## src/rtl/mem_stage.sv

```systemverilog
`default_nettype none
// +----------------------------------------------------------------------------+
// | mem_stage : RV64 memory-access stage (lane steering, load extension)      |
// | Revision  : 1.0                                                           |
// +----------------------------------------------------------------------------+
module mem_stage #(
  parameter int XLEN   = 64,
  parameter int ADDR_W = 64
) (
  input  logic              clk,
  input  logic              rst_n,
  input  logic              regM_i_valid,
  output logic              regM_o_ready,
  input  logic              regM_i_flush,
  input  logic              regM_i_load,
  input  logic              regM_i_store,
  input  logic [2:0]        regM_i_funct3,
  input  logic [XLEN-1:0]   regM_i_alu_result,
  input  logic [XLEN-1:0]   regM_i_reg_rdata2,
  input  logic [4:0]        regM_i_rd,
  input  logic              regM_i_wen,
  output logic              dmem_o_valid,
  input  logic              dmem_i_ready,
  output logic [ADDR_W-1:0] dmem_o_addr,
  output logic              dmem_o_we,
  output logic [XLEN-1:0]   dmem_o_wdata,
  output logic [7:0]        dmem_o_wstrb,
  input  logic              dmem_i_rvalid,
  input  logic [XLEN-1:0]   dmem_i_rdata,
  output logic              regW_o_valid,
  output logic [4:0]        regW_o_rd,
  output logic              regW_o_wen,
  output logic [XLEN-1:0]   regW_o_wdata,
  output logic              regW_o_exc
);

  typedef enum logic [1:0] {
    IDLE = 2'd0,
    REQ  = 2'd1,
    WAIT = 2'd2
  } state_e;

  state_e     state_q;
  logic       store_q;
  logic [2:0] funct3_q;
  logic [2:0] offset_q;
  logic [4:0] rd_q;
  logic       wen_q;
  logic       kill_q;

  logic              w_accept;
  logic              w_is_mem;
  logic              w_illegal;
  logic              w_misalign;
  logic [2:0]        w_off;
  logic [ADDR_W-1:0] w_addr;
  logic [7:0]        w_wstrb;
  logic [XLEN-1:0]   w_shifted;
  logic [XLEN-1:0]   w_load_ext;
  logic              w_kill_now;

  assign regM_o_ready = (state_q == IDLE) & ~regM_i_flush;
  assign w_accept     = regM_i_valid & regM_o_ready;
  assign w_is_mem     = regM_i_load | regM_i_store;
  assign w_addr       = regM_i_alu_result[ADDR_W-1:0];
  assign w_off        = regM_i_alu_result[2:0];
  assign w_kill_now   = kill_q | regM_i_flush;

  // A request carrying both load and store is treated like a bad size.
  always_comb begin
    w_illegal = (regM_i_load & regM_i_store)
              | (regM_i_load & (regM_i_funct3 == 3'b111))
              | (regM_i_store & regM_i_funct3[2]);
    w_misalign = 1'b0;
    w_wstrb    = 8'h00;
    case (regM_i_funct3[1:0])
      2'b00: begin
        w_misalign = 1'b0;
        w_wstrb    = 8'h01 << w_off;
      end
      2'b01: begin
        w_misalign = w_off[0];
        w_wstrb    = 8'h03 << w_off;
      end
      2'b10: begin
        w_misalign = (w_off[1:0] != 2'b00);
        w_wstrb    = 8'h0F << w_off;
      end
      default: begin
        w_misalign = (w_off != 3'b000);
        w_wstrb    = 8'hFF;
      end
    endcase
  end

  assign w_shifted = dmem_i_rdata >> {offset_q, 3'b000};

  always_comb begin
    w_load_ext = w_shifted;
    case (funct3_q)
      3'b000:  w_load_ext = {{(XLEN-8){w_shifted[7]}},   w_shifted[7:0]};
      3'b001:  w_load_ext = {{(XLEN-16){w_shifted[15]}}, w_shifted[15:0]};
      3'b010:  w_load_ext = {{(XLEN-32){w_shifted[31]}}, w_shifted[31:0]};
      3'b100:  w_load_ext = {{(XLEN-8){1'b0}},  w_shifted[7:0]};
      3'b101:  w_load_ext = {{(XLEN-16){1'b0}}, w_shifted[15:0]};
      3'b110:  w_load_ext = {{(XLEN-32){1'b0}}, w_shifted[31:0]};
      default: w_load_ext = w_shifted;
    endcase
  end

  always_ff @(posedge clk) begin
    if (!rst_n) begin
      state_q      <= IDLE;
      store_q      <= 1'b0;
      funct3_q     <= 3'b000;
      offset_q     <= 3'b000;
      rd_q         <= 5'd0;
      wen_q        <= 1'b0;
      kill_q       <= 1'b0;
      dmem_o_valid <= 1'b0;
      dmem_o_addr  <= '0;
      dmem_o_we    <= 1'b0;
      dmem_o_wdata <= '0;
      dmem_o_wstrb <= 8'h00;
      regW_o_valid <= 1'b0;
      regW_o_rd    <= 5'd0;
      regW_o_wen   <= 1'b0;
      regW_o_wdata <= '0;
      regW_o_exc   <= 1'b0;
    end else begin
      regW_o_valid <= 1'b0;
      case (state_q)
        IDLE: begin
          if (w_accept) begin
            if (!w_is_mem) begin
              regW_o_valid <= 1'b1;
              regW_o_rd    <= regM_i_rd;
              regW_o_wen   <= regM_i_wen & (regM_i_rd != 5'd0);
              regW_o_wdata <= regM_i_alu_result;
              regW_o_exc   <= 1'b0;
            end else if (w_illegal || w_misalign) begin
              regW_o_valid <= 1'b1;
              regW_o_rd    <= regM_i_rd;
              regW_o_wen   <= 1'b0;
              regW_o_wdata <= regM_i_alu_result;
              regW_o_exc   <= 1'b1;
            end else begin
              state_q      <= REQ;
              store_q      <= regM_i_store;
              funct3_q     <= regM_i_funct3;
              offset_q     <= w_off;
              rd_q         <= regM_i_rd;
              wen_q        <= regM_i_wen;
              kill_q       <= 1'b0;
              dmem_o_valid <= 1'b1;
              dmem_o_addr  <= {w_addr[ADDR_W-1:3], 3'b000};
              dmem_o_we    <= regM_i_store;
              dmem_o_wdata <= regM_i_reg_rdata2 << {w_off, 3'b000};
              dmem_o_wstrb <= w_wstrb;
            end
          end
        end
        REQ: begin
          if (regM_i_flush) kill_q <= 1'b1;
          if (dmem_i_ready) begin
            dmem_o_valid <= 1'b0;
            if (store_q) begin
              state_q      <= IDLE;
              regW_o_valid <= ~w_kill_now;
              regW_o_rd    <= rd_q;
              regW_o_wen   <= 1'b0;
              regW_o_wdata <= '0;
              regW_o_exc   <= 1'b0;
            end else begin
              state_q <= WAIT;
            end
          end
        end
        WAIT: begin
          if (regM_i_flush) kill_q <= 1'b1;
          if (dmem_i_rvalid) begin
            state_q      <= IDLE;
            regW_o_valid <= ~w_kill_now;
            regW_o_rd    <= rd_q;
            regW_o_wen   <= wen_q & (rd_q != 5'd0);
            regW_o_wdata <= w_load_ext;
            regW_o_exc   <= 1'b0;
          end
        end
        default: state_q <= IDLE;
      endcase
    end
  end

endmodule
`default_nettype wire

```

## config.mk

```make
export PLATFORM = sky130hd
export DESIGN_NAME = mem_stage
export DESIGN_NICKNAME = d
export VERILOG_FILES = /design/src/rtl/mem_stage.sv
export SDC_FILE = /design/constraint.sdc
export NUM_CORES = 1
export LEC_CHECK = 0
export BUFFER_PORTS_ARGS = -buffer_cell sky130_fd_sc_hd__buf_4
export CAP_MARGIN = 20
export CORE_AREA = 3 3 164 166
export DETAILED_ROUTE_END_ITERATION = 12
export DIE_AREA = 0 0 167 169
export GPL_ROUTABILITY_DRIVEN = 0
export PLACE_DENSITY = 0.75
export SKIP_LAST_GASP = 1
export SYNTH_ARGS = -nofsm -noshare
export SYNTH_HDL_FRONTEND = slang
export SYNTH_SLANG_ARGS = --single-unit
```

## constraint.sdc

```tcl
create_clock -name clk -period 2.7 [get_ports clk]
set_clock_uncertainty 0.15 [all_clocks]
set_input_delay 0.54 -clock clk [delete_from_list [all_inputs] [get_ports clk]]
set_output_delay 0.54 -clock clk [all_outputs]
set_load 0.02 [all_outputs]
```

# Word level (Yosys, flattened, before mapping)
# Cells that the tools add are included.
[totals] mem_bits_ro=0 memories=0 latchBits=0 inputBits=209 ram_bits=0 wordCells=123 out_inout_bits=211 ff_bits=222
[classes] mul=0 n_bitwise=14 n_addsub=0 order_cmp=0 div=0 shifts=5 muxes=53 eq_ne=18 n_reduce_logical=17
[op_table] op="$mux 64" count=6
[op_table] op="$pmux 64 s6" count=1
[op_table] op="$pmux 64 s3" count=1
[op_table] op="$shl 64x6->64" count=1
[op_table] op="$shr 64x6->64" count=1
[op_table] op="$mux 5" count=6
[op_table] op="$mux 1" count=24
[op_table] op="$pmux 8 s3" count=1
[op_table] op="$pmux 5 s3" count=1
[op_table] op="$reduce_and 5->1" count=3
[op_table] op="$eq 3x3->1 const B" count=4
[op_table] op="$mux 2" count=6
[op_table] op="$ne 2x2->1 const B" count=6
[op_table] op="$pmux 1 s3" count=4
[op_table] op="$reduce_bool 5->1" count=2
[op_table] op="$shl 1x3->8 const A" count=1
[op_table] op="$shl 2x3->8 const A" count=1
[op_table] op="$shl 4x3->8 const A" count=1
[op_table] op="$and 1x1->1" count=7
[op_table] op="$pmux 2 s3" count=1
[op_table] op="$reduce_and 6->1" count=1
[op_table] op="$reduce_bool 2->1" count=3
[op_table] op="$reduce_bool 3->1" count=2
[op_table] op="$eq 2x1->1 const B" count=2
[op_table] op="other kinds (13)" count=21

# Logic depth before layout (Yosys ltp)
# Gate-level depths: netlist of run 1.
[logic_depth] depth_word=9 depth_mapped=10 depth_no_buf=8

# Least setup slack after synthesis of run 1
# No wires, ideal clock.
[synth_timing] path_type="input port to flip-flop" from="in regM_i_funct3[0]" to="reg regW_o_wdata[50]" t_required_ns=2.417 setup_time_ns=0.133 slack_ns=0.185 arrival_time_ns=2.232 n_path_buf=3 cell_stages=9 cell_sequence="ha_1 > clkbuf_1 > nor3_1 > a21oi_1 > a211oi_1 > nor2_2 > buf_2 > clkbuf_1 > a21oi_1"
[synth_between] elab_chain_cells=7 elab_cells_between_ends=11 classes_between="eq/ne: 4; mux: 1; bitwise: 3; reduce/logical: 3"
[synth_lines] item="from (decl)" line="17" rtl="input logic [2:0] regM_i_funct3,"
[synth_lines] item="$eq 3x3->1" line="72" rtl="| (regM_i_load & (regM_i_funct3 == 3'b111))"
[synth_lines] item="$and 1x1->1" line="72"
[synth_lines] item="$or 1x1->1" line="72"
[synth_lines] item="$or 1x1->1" line="73" rtl="| (regM_i_store & regM_i_funct3[2]);"
[synth_lines] item="$logic_or 1x1->1 (*)" line="141" rtl="end else if (w_illegal || w_misalign) begin"
[synth_lines] item="$ne 3x2->1 (no source line) (*)"
[synth_lines] item="$reduce_and 6->1 (no source line) (*)"
[synth_lines] item="to (signal assigned)" line="139" rtl="regW_o_wdata <= regM_i_alu_result;"
[synth_lines] item="to (signal assigned)" line="145" rtl="regW_o_wdata <= regM_i_alu_result;"
[synth_lines] item="to (signal assigned)" line="186" rtl="regW_o_wdata <= w_load_ext;"
[synth_lines] item="to (decl)" line="33" rtl="output logic [XLEN-1:0] regW_o_wdata,"
# Mark *: on every way between the ends. The rest lies on a longest branch, timed or not.
# A chain may end at the register's enable or synchronous reset.

# Worst setup path in the final report of run 1
[layout_timing] from="reg offset_q[1]" to="reg regW_o_wdata[28]"
[layout_between] elab_chain_cells=4
[layout_lines] item="from (decl)" line="46" rtl="logic [2:0] offset_q;"
[layout_lines] item="from (signal assigned)" line="151" rtl="offset_q <= w_off;"
[layout_lines] item="$shr 64x6->64" line="96" rtl="assign w_shifted = dmem_i_rdata >> {offset_q, 3'b000};"
[layout_lines] item="$pmux 64 s6" line="100" rtl="case (funct3_q)"
[layout_lines] item="$mux 64" line="181" rtl="if (dmem_i_rvalid) begin"
[layout_lines] item="$pmux 64 s3" line="132" rtl="case (state_q)"
# Every way passes these cells. The select of a mux whose other input is x is not followed.

==> results of run 1 <==
## repair_timing
| item | 4_1_cts | 5_1_grt |
|---|---|---|
| gates resized for setup | 0 | 2 |
| buffers inserted | 0 | 0 |
| endpoints found under the setup margin | 0 | 15 |
## where the power goes
part	leakage (nW)	switching [mW]	internal [mW]
Sequential	1.81	0.255	3.71
Clock	0.403	1.36	2.04
Combinational	4.73	2.38	1.66
## synth_stat cells, types with 10 or more instances
cell / count
buf_2: 34
nor2b_1: 15
o211ai_1: 26
mux2_2: 32
clkbuf_1: 92
a2bb2oi_1: 26
dfxtp_1: 222
and2_1: 17
o221ai_1: 10
a31oi_1: 14
nor2_1: 177
inv_1: 14
buf_1: 12
a311oi_1: 10
a21oi_1: 201
nor3_1: 45
a211oi_1: 56
nand3_1: 17
mux4_2: 12
mux2i_1: 103
nand2_1: 215
o21ai_0: 73
## through the flow
step / TNS (ps) / instance area (um2)
6_report: 0 / 16700
5_1_grt: -67.9 / 16700
3_3_place_gp: 0 / 15900
3_5_place_dp: 0 / 15900
2_1_floorplan: 0 / 12200
4_1_cts: 0 / 16700
## tightest hold or removal path, stage by stage
cell and delay (ps):
buf_4 120, nand2_1 50, a21oi_1 50
## area by class of cell
cell class	count	area, um2	share of cell area
Clock buffer	35	724	0.0434
Clock inverter	7	85.1	0.00510
Inverter	16	65.1	0.00390
Multi-Input combinational cell	1159	7140	0.428
Sequential cell	222	4450	0.267
Tap cell	335	419	0.0251
Timing Repair Buffer	479	3810	0.228
## path summary, 6_finish.rpt
check | start | to | slack (ps) | cells after the start
min | regM_i_alu_result[8] | dmem_o_addr[8] | 140 | 3
max reg2reg | offset_q[1] | regW_o_wdata[28] | 120 | 7
max | offset_q[1] | regW_o_wdata[28] | 120 | 7
min reg2reg | dmem_o_addr[8] | dmem_o_addr[8] | 300 | 2
## routing by layer
metal | share of wire | track usage | vias to the layer above
met5 | 0.00024 | 0 | -
met4 | 0.039 | 0.120 | 2
met3 | 0.10 | 0.0803 | 103
met2 | 0.48 | 0.559 | 736
met1 | 0.38 | 0.392 | 6272
li1 | - | - | 6261
## placed cells by master (no fill, tap or decap), types with 9 or more instances in the layout
| cell type | netlist | routed |
|---|---|---|
| a211oi_1 | 56 | 56 |
| a21oi_1 | 201 | 201 |
| a2bb2oi_1 | 26 | 26 |
| a311oi_1 | 10 | 10 |
| a31oi_1 | 14 | 14 |
| and2_1 | 17 | 17 |
| buf_12 | 0 | 17 |
| buf_4 | 4 | 462 |
| clkbuf_16 | 0 | 26 |
| dfxtp_1 | 222 | 220 |
| ha_1 | 9 | 9 |
| inv_1 | 14 | 13 |
| mux2_2 | 32 | 32 |
| mux2i_1 | 103 | 103 |
| mux4_2 | 12 | 12 |
| nand2_1 | 215 | 215 |
| nand3_1 | 17 | 17 |
| nor2_1 | 177 | 177 |
| nor2b_1 | 15 | 15 |
| nor3_1 | 45 | 45 |
| o211ai_1 | 26 | 26 |
| o21ai_0 | 73 | 73 |
| o221ai_1 | 10 | 10 |
## state kept, by name (all words and copies together) (netlist names)
register / cells
regW_o_exc: 1
regW_o_wdata: 64
dmem_o_valid: 1
state_q: 2
dmem_o_wdata: 64
regW_o_valid: 1
store_q: 1
regW_o_wen: 1
regW_o_rd: 5
funct3_q: 3
offset_q: 3
dmem_o_addr: 61
rd_q: 5
dmem_o_wstrb: 8
kill_q: 1
wen_q: 1
## kinds of logic (layout without fill, tap and decap cells)
kind of cell | Yosys count | count (layout) | share of synthesized area
DFF | 222 | 222 | 0.363
AOI/OAI and AO/OA | 491 | 491 | 0.259
other | 1 | 3 | 0.000306
muxes | 149 | 149 | 0.138
and+or+nand+nor | 507 | 507 | 0.174
adders and majority gates | 9 | 9 | 0.00920
buffers and inverters | 162 | 537 | 0.0568
==> impl_metrics.ini, run 1 <==
[synthesis]
synth_largest_area_cell = dfxtp_1
synthArstFlopShare = 0
synth_edf_count = 0
synth_area_um2 = 12200
syn_avg_cell_area_um2 = 7.94
syn_inst = 1541
seq_area_frac_synth = 0.363
ys_ff_latch = 222
ys_types = 67
dominantRegCellSynth = dfxtp_1
synth_top_cell_area_share = 0.363
ys_warn_count = 0
yosys-top-cells-area = dfxtp_1 36%, mux2i_1 8.4%, a21oi_1 8.2%, nand2_1 6.6%, nor2_1 5.4%

[global_route]
grt_first_pass_wirelength_um = 73100
grt_pass1_vias = 12500
grtUsageTotal = 0.324
antenna_found_initial = 1
grt_max_degree = 83
grt_overflow_total = 0

[sta]
hold_viol = 0
rsz0062_at_grt = true
slew_headroom = 0.543
worst_pin_slew_ps = 684
clock.fmax_mhz = 388
period_minus_slack_ps = 2580
setup_viol = 0
final.period_utilization = 0.956
setup_slack_ps = 120
slew_viol_final = 0
worst_hold_slack_ps = 137

[route]
num_vias = 13400
route.antenna.remaining_nets = 0
drcViolationCount = 0
vias_per_cell = 5.94
drt_iter0_markers = 1236
wl_um = 49100
first_pass_iters = 5
wire_per_inst_um = 21.8

[floorplanning]
die_w_um = 167
die_h_um = 169
num_rows = 59
die_area_um2 = 28200
initial_core_util = 0.475
fp.coreArea_um2 = 25800
io_pins = 420

[worst_setup_path]
slowest_delay_ps = 680
cp-start-kind = flip-flop
path_buf_inv = 1
worst-path-max-fanout = 10
end_kind = flip-flop
crit_type = flip-flop to flip-flop
crit_family = compound AO/OA/AOI/OAI gates
cp.required_ps = 2980
crit_chain = mux2_1 -> a2bb2oi_1 -> nand3_1 -> a2111oi_4 -> buf_4 -> a211oi_1 -> o21ai_0
worstPathArrival_ps = 2860
critPathSlowestCell = a2111oi_4

[place]
io_buffers = 416
hpwl_um = 36900
pre_cts_slack_ps = 9.89
dp.cells = 2211

[run_status]
status = completed

[clock_network]
clk_latency_ps = 520
cts_root_buffer = clkbuf_16
cts.clk_slew.worst_paths_ps = 70
numCtsBuffers = 24
cts_tree = done
hold_buffers = 0
htreeDepth = 1
cts_sinks = 222
clockBufferDepth = 3

[final_layout]
stdcell_count = 2253
final_layout_size_suffix_gt1_frac = 0.305
final_core_util = 0.648
num_antenna_cells = 0
fill_cells = 2229
area_growth_pct = 36.3
nets = 2120

[pwr]
powerDensity_nw_per_um2 = 683
p_leak_nw = 6.93
total_power_mw = 11.4
irDropWorstVdd_uv = 469

[hold_path]
min_path_type = input port to flip-flop

[flow_run]
maxCapViolCount = 0
Note: power is estimated with default switching activity, not from simulation.
==> inputs of run 2 (changes only) <==
PLACE_DENSITY = 0.8   (was 0.75)
TNS_END_PERCENT = 50   (was not set)
==> impl_metrics.ini, run 2 (same netlist as run 1, synthesis figures left out) <==
[route]
num_vias = 13600
vias_per_cell = 6.01
first_pass_iters = 6
route.antenna.remaining_nets = 0
wl_um = 49400
drt_iter0_markers = 1395
drcViolationCount = 0
wire_per_inst_um = 21.9

[clock_network]
clockBufferDepth = 3
clk_latency_ps = 520
cts_sinks = 222
cts_root_buffer = clkbuf_16
cts_tree = done
hold_buffers = 0
htreeDepth = 1
cts.clk_slew.worst_paths_ps = 60
numCtsBuffers = 25
cts_setup_buffers = 0

[sta]
setup_viol = 0
slew_headroom = 0.498
period_minus_slack_ps = 2570
worst_pin_slew_ps = 750
clock.fmax_mhz = 390
final.period_utilization = 0.950
rsz0062_at_grt = false
worst_hold_slack_ps = 129
hold_viol = 0
fin_setup_tns_ps = 0
slew_viol_final = 0

[final_layout]
mostFrequentLayoutCell = buf_4
reg.largest.list = dmem_o_wdata: 64 flops, regW_o_wdata: 64 flops, dmem_o_addr: 61 flops
area_growth_pct = 36.8
final_area_um2 = 16700
final_layout_size_suffix_gt1_frac = 0.306
nets = 2126
layout_common_cells = 467 x buf_4, 220 x dfxtp_1, 215 x nand2_1
fill_cells = 2188

[floorplanning]
die_w_um = 167
io_pins = 420
initial_core_util = 0.475
die_h_um = 169
fp.coreArea_um2 = 25800
num_rows = 59
die_area_um2 = 28200

[pwr]
p_comb_frac = 0.348
p_sw_mw = 4.02
total_power_mw = 11.5
irDropWorstVdd_uv = 690
powerDensity_nw_per_um2 = 688
swShare = 0.349
internal_power_mw = 7.49
p_leak_nw = 6.95
pwr-share-clk = 0.307
seq_power_share = 0.345

[flow_run]
maxCapViolCount = 0

[global_route]
antenna_found_initial = 2
grt_max_degree = 85
grt_pass1_vias = 12900
grt_first_pass_wirelength_um = 74000
grtUsageTotal = 0.328
grt_overflow_total = 0

[worst_setup_path]
r2r_start = offset_q[1]
crit_type = flip-flop to flip-flop
critPathSlowestCell = dfxtp_2
cp-start-kind = flip-flop
slowest_delay_ps = 500
endpoint = regW_o_wdata[34]
crit_chain = mux2_4 -> or3_1 -> a41o_1 -> o31ai_4 -> buf_12 -> o21bai_1 -> a21oi_1
startpoint = offset_q[1]
cp.required_ps = 2930
ff2ff_path_depth = 7
worst-path-max-fanout = 32
end_kind = flip-flop
worstReg2RegEnd = regW_o_wdata[34]
r2r_setup_slack_ps = 130
worstPathArrival_ps = 2800

[place]
hpwl_um = 37200
io_buffers = 416
placed_area_um2 = 15900

[hold_path]
min_path_type = input port to flip-flop

[run_status]
status = completed
[run 2: layer usage]
layer / part of all wire / global-route usage
met5: 0.00022 / 0
met4: 0.064 / 0.181
met3: 0.10 / 0.0831
met2: 0.47 / 0.551
met1: 0.36 / 0.384
[run 2: metrics by stage]
stage	util	instances	setup WS [ps]
after floorplan	-	1543	185
after global placement	0.617	2216	101
after detailed placement	0.617	2216	41.2
after CTS	0.650	2260	116
after global routing	0.650	2261	24.0
final	0.650	2261	134
[run 2: how the worst min path moves through the flow]
| stage | from | endpoint | slack, ps | cells past startpoint |
|---|---|---|---|---|
| floorplan | wen_q | wen_q | 290 | 2 |
| global placement | dmem_o_addr[32] | dmem_o_addr[32] | 290 | 2 |
| detailed placement | dmem_o_addr[9] | dmem_o_addr[9] | 300 | 2 |
| CTS | regM_i_alu_result[4] | dmem_o_addr[4] | 110 | 3 |
| global route | regM_i_alu_result[15] | dmem_o_addr[15] | 120 | 3 |
| finish | regM_i_alu_result[4] | dmem_o_addr[4] | 130 | 3 |
[run 2: area by class of cell]
type	instances	area, um2	area share
clock buffers	34	679	0.0406
clock inverters	10	159	0.00949
multi-input cells	1159	7130	0.426
diodes	1	2.50	0.000149
well taps	335	419	0.0250
inverters	16	65.1	0.00389
repair buffers	484	3840	0.229
flip-flops and latches	222	4450	0.266
[run 2: worst max-delay path, delay by kind of cell (launching register included)]
family,cells,cell delay [ps]
AO/OA/AOI/OAI,4,880
flip-flops,1,500
multiplexers,1,330
AND/OR/NAND/NOR,1,320
buffers and inverters,1,220
[run 2: repair_timing]
| item | CTS | global route |
|---|---|---|
| endpoints found under the setup margin | 0 | 23 |
| endpoints found under the hold margin | 0 | 0 |
| gates resized for setup | 0 | 1 |
[run 2: power by group through the flow]
stage | Sequential, mW | Combinational, mW | Clock, mW
2_1_floorplan | 4.49 | 1.77 | 0
3_3_place_gp | 4.01 | 3.88 | 0
3_5_place_dp | 4.02 | 3.94 | 0
4_1_cts | 3.96 | 3.97 | 3.58
5_1_grt | 4.02 | 4.25 | 3.71
6_report | 3.97 | 4.01 | 3.54
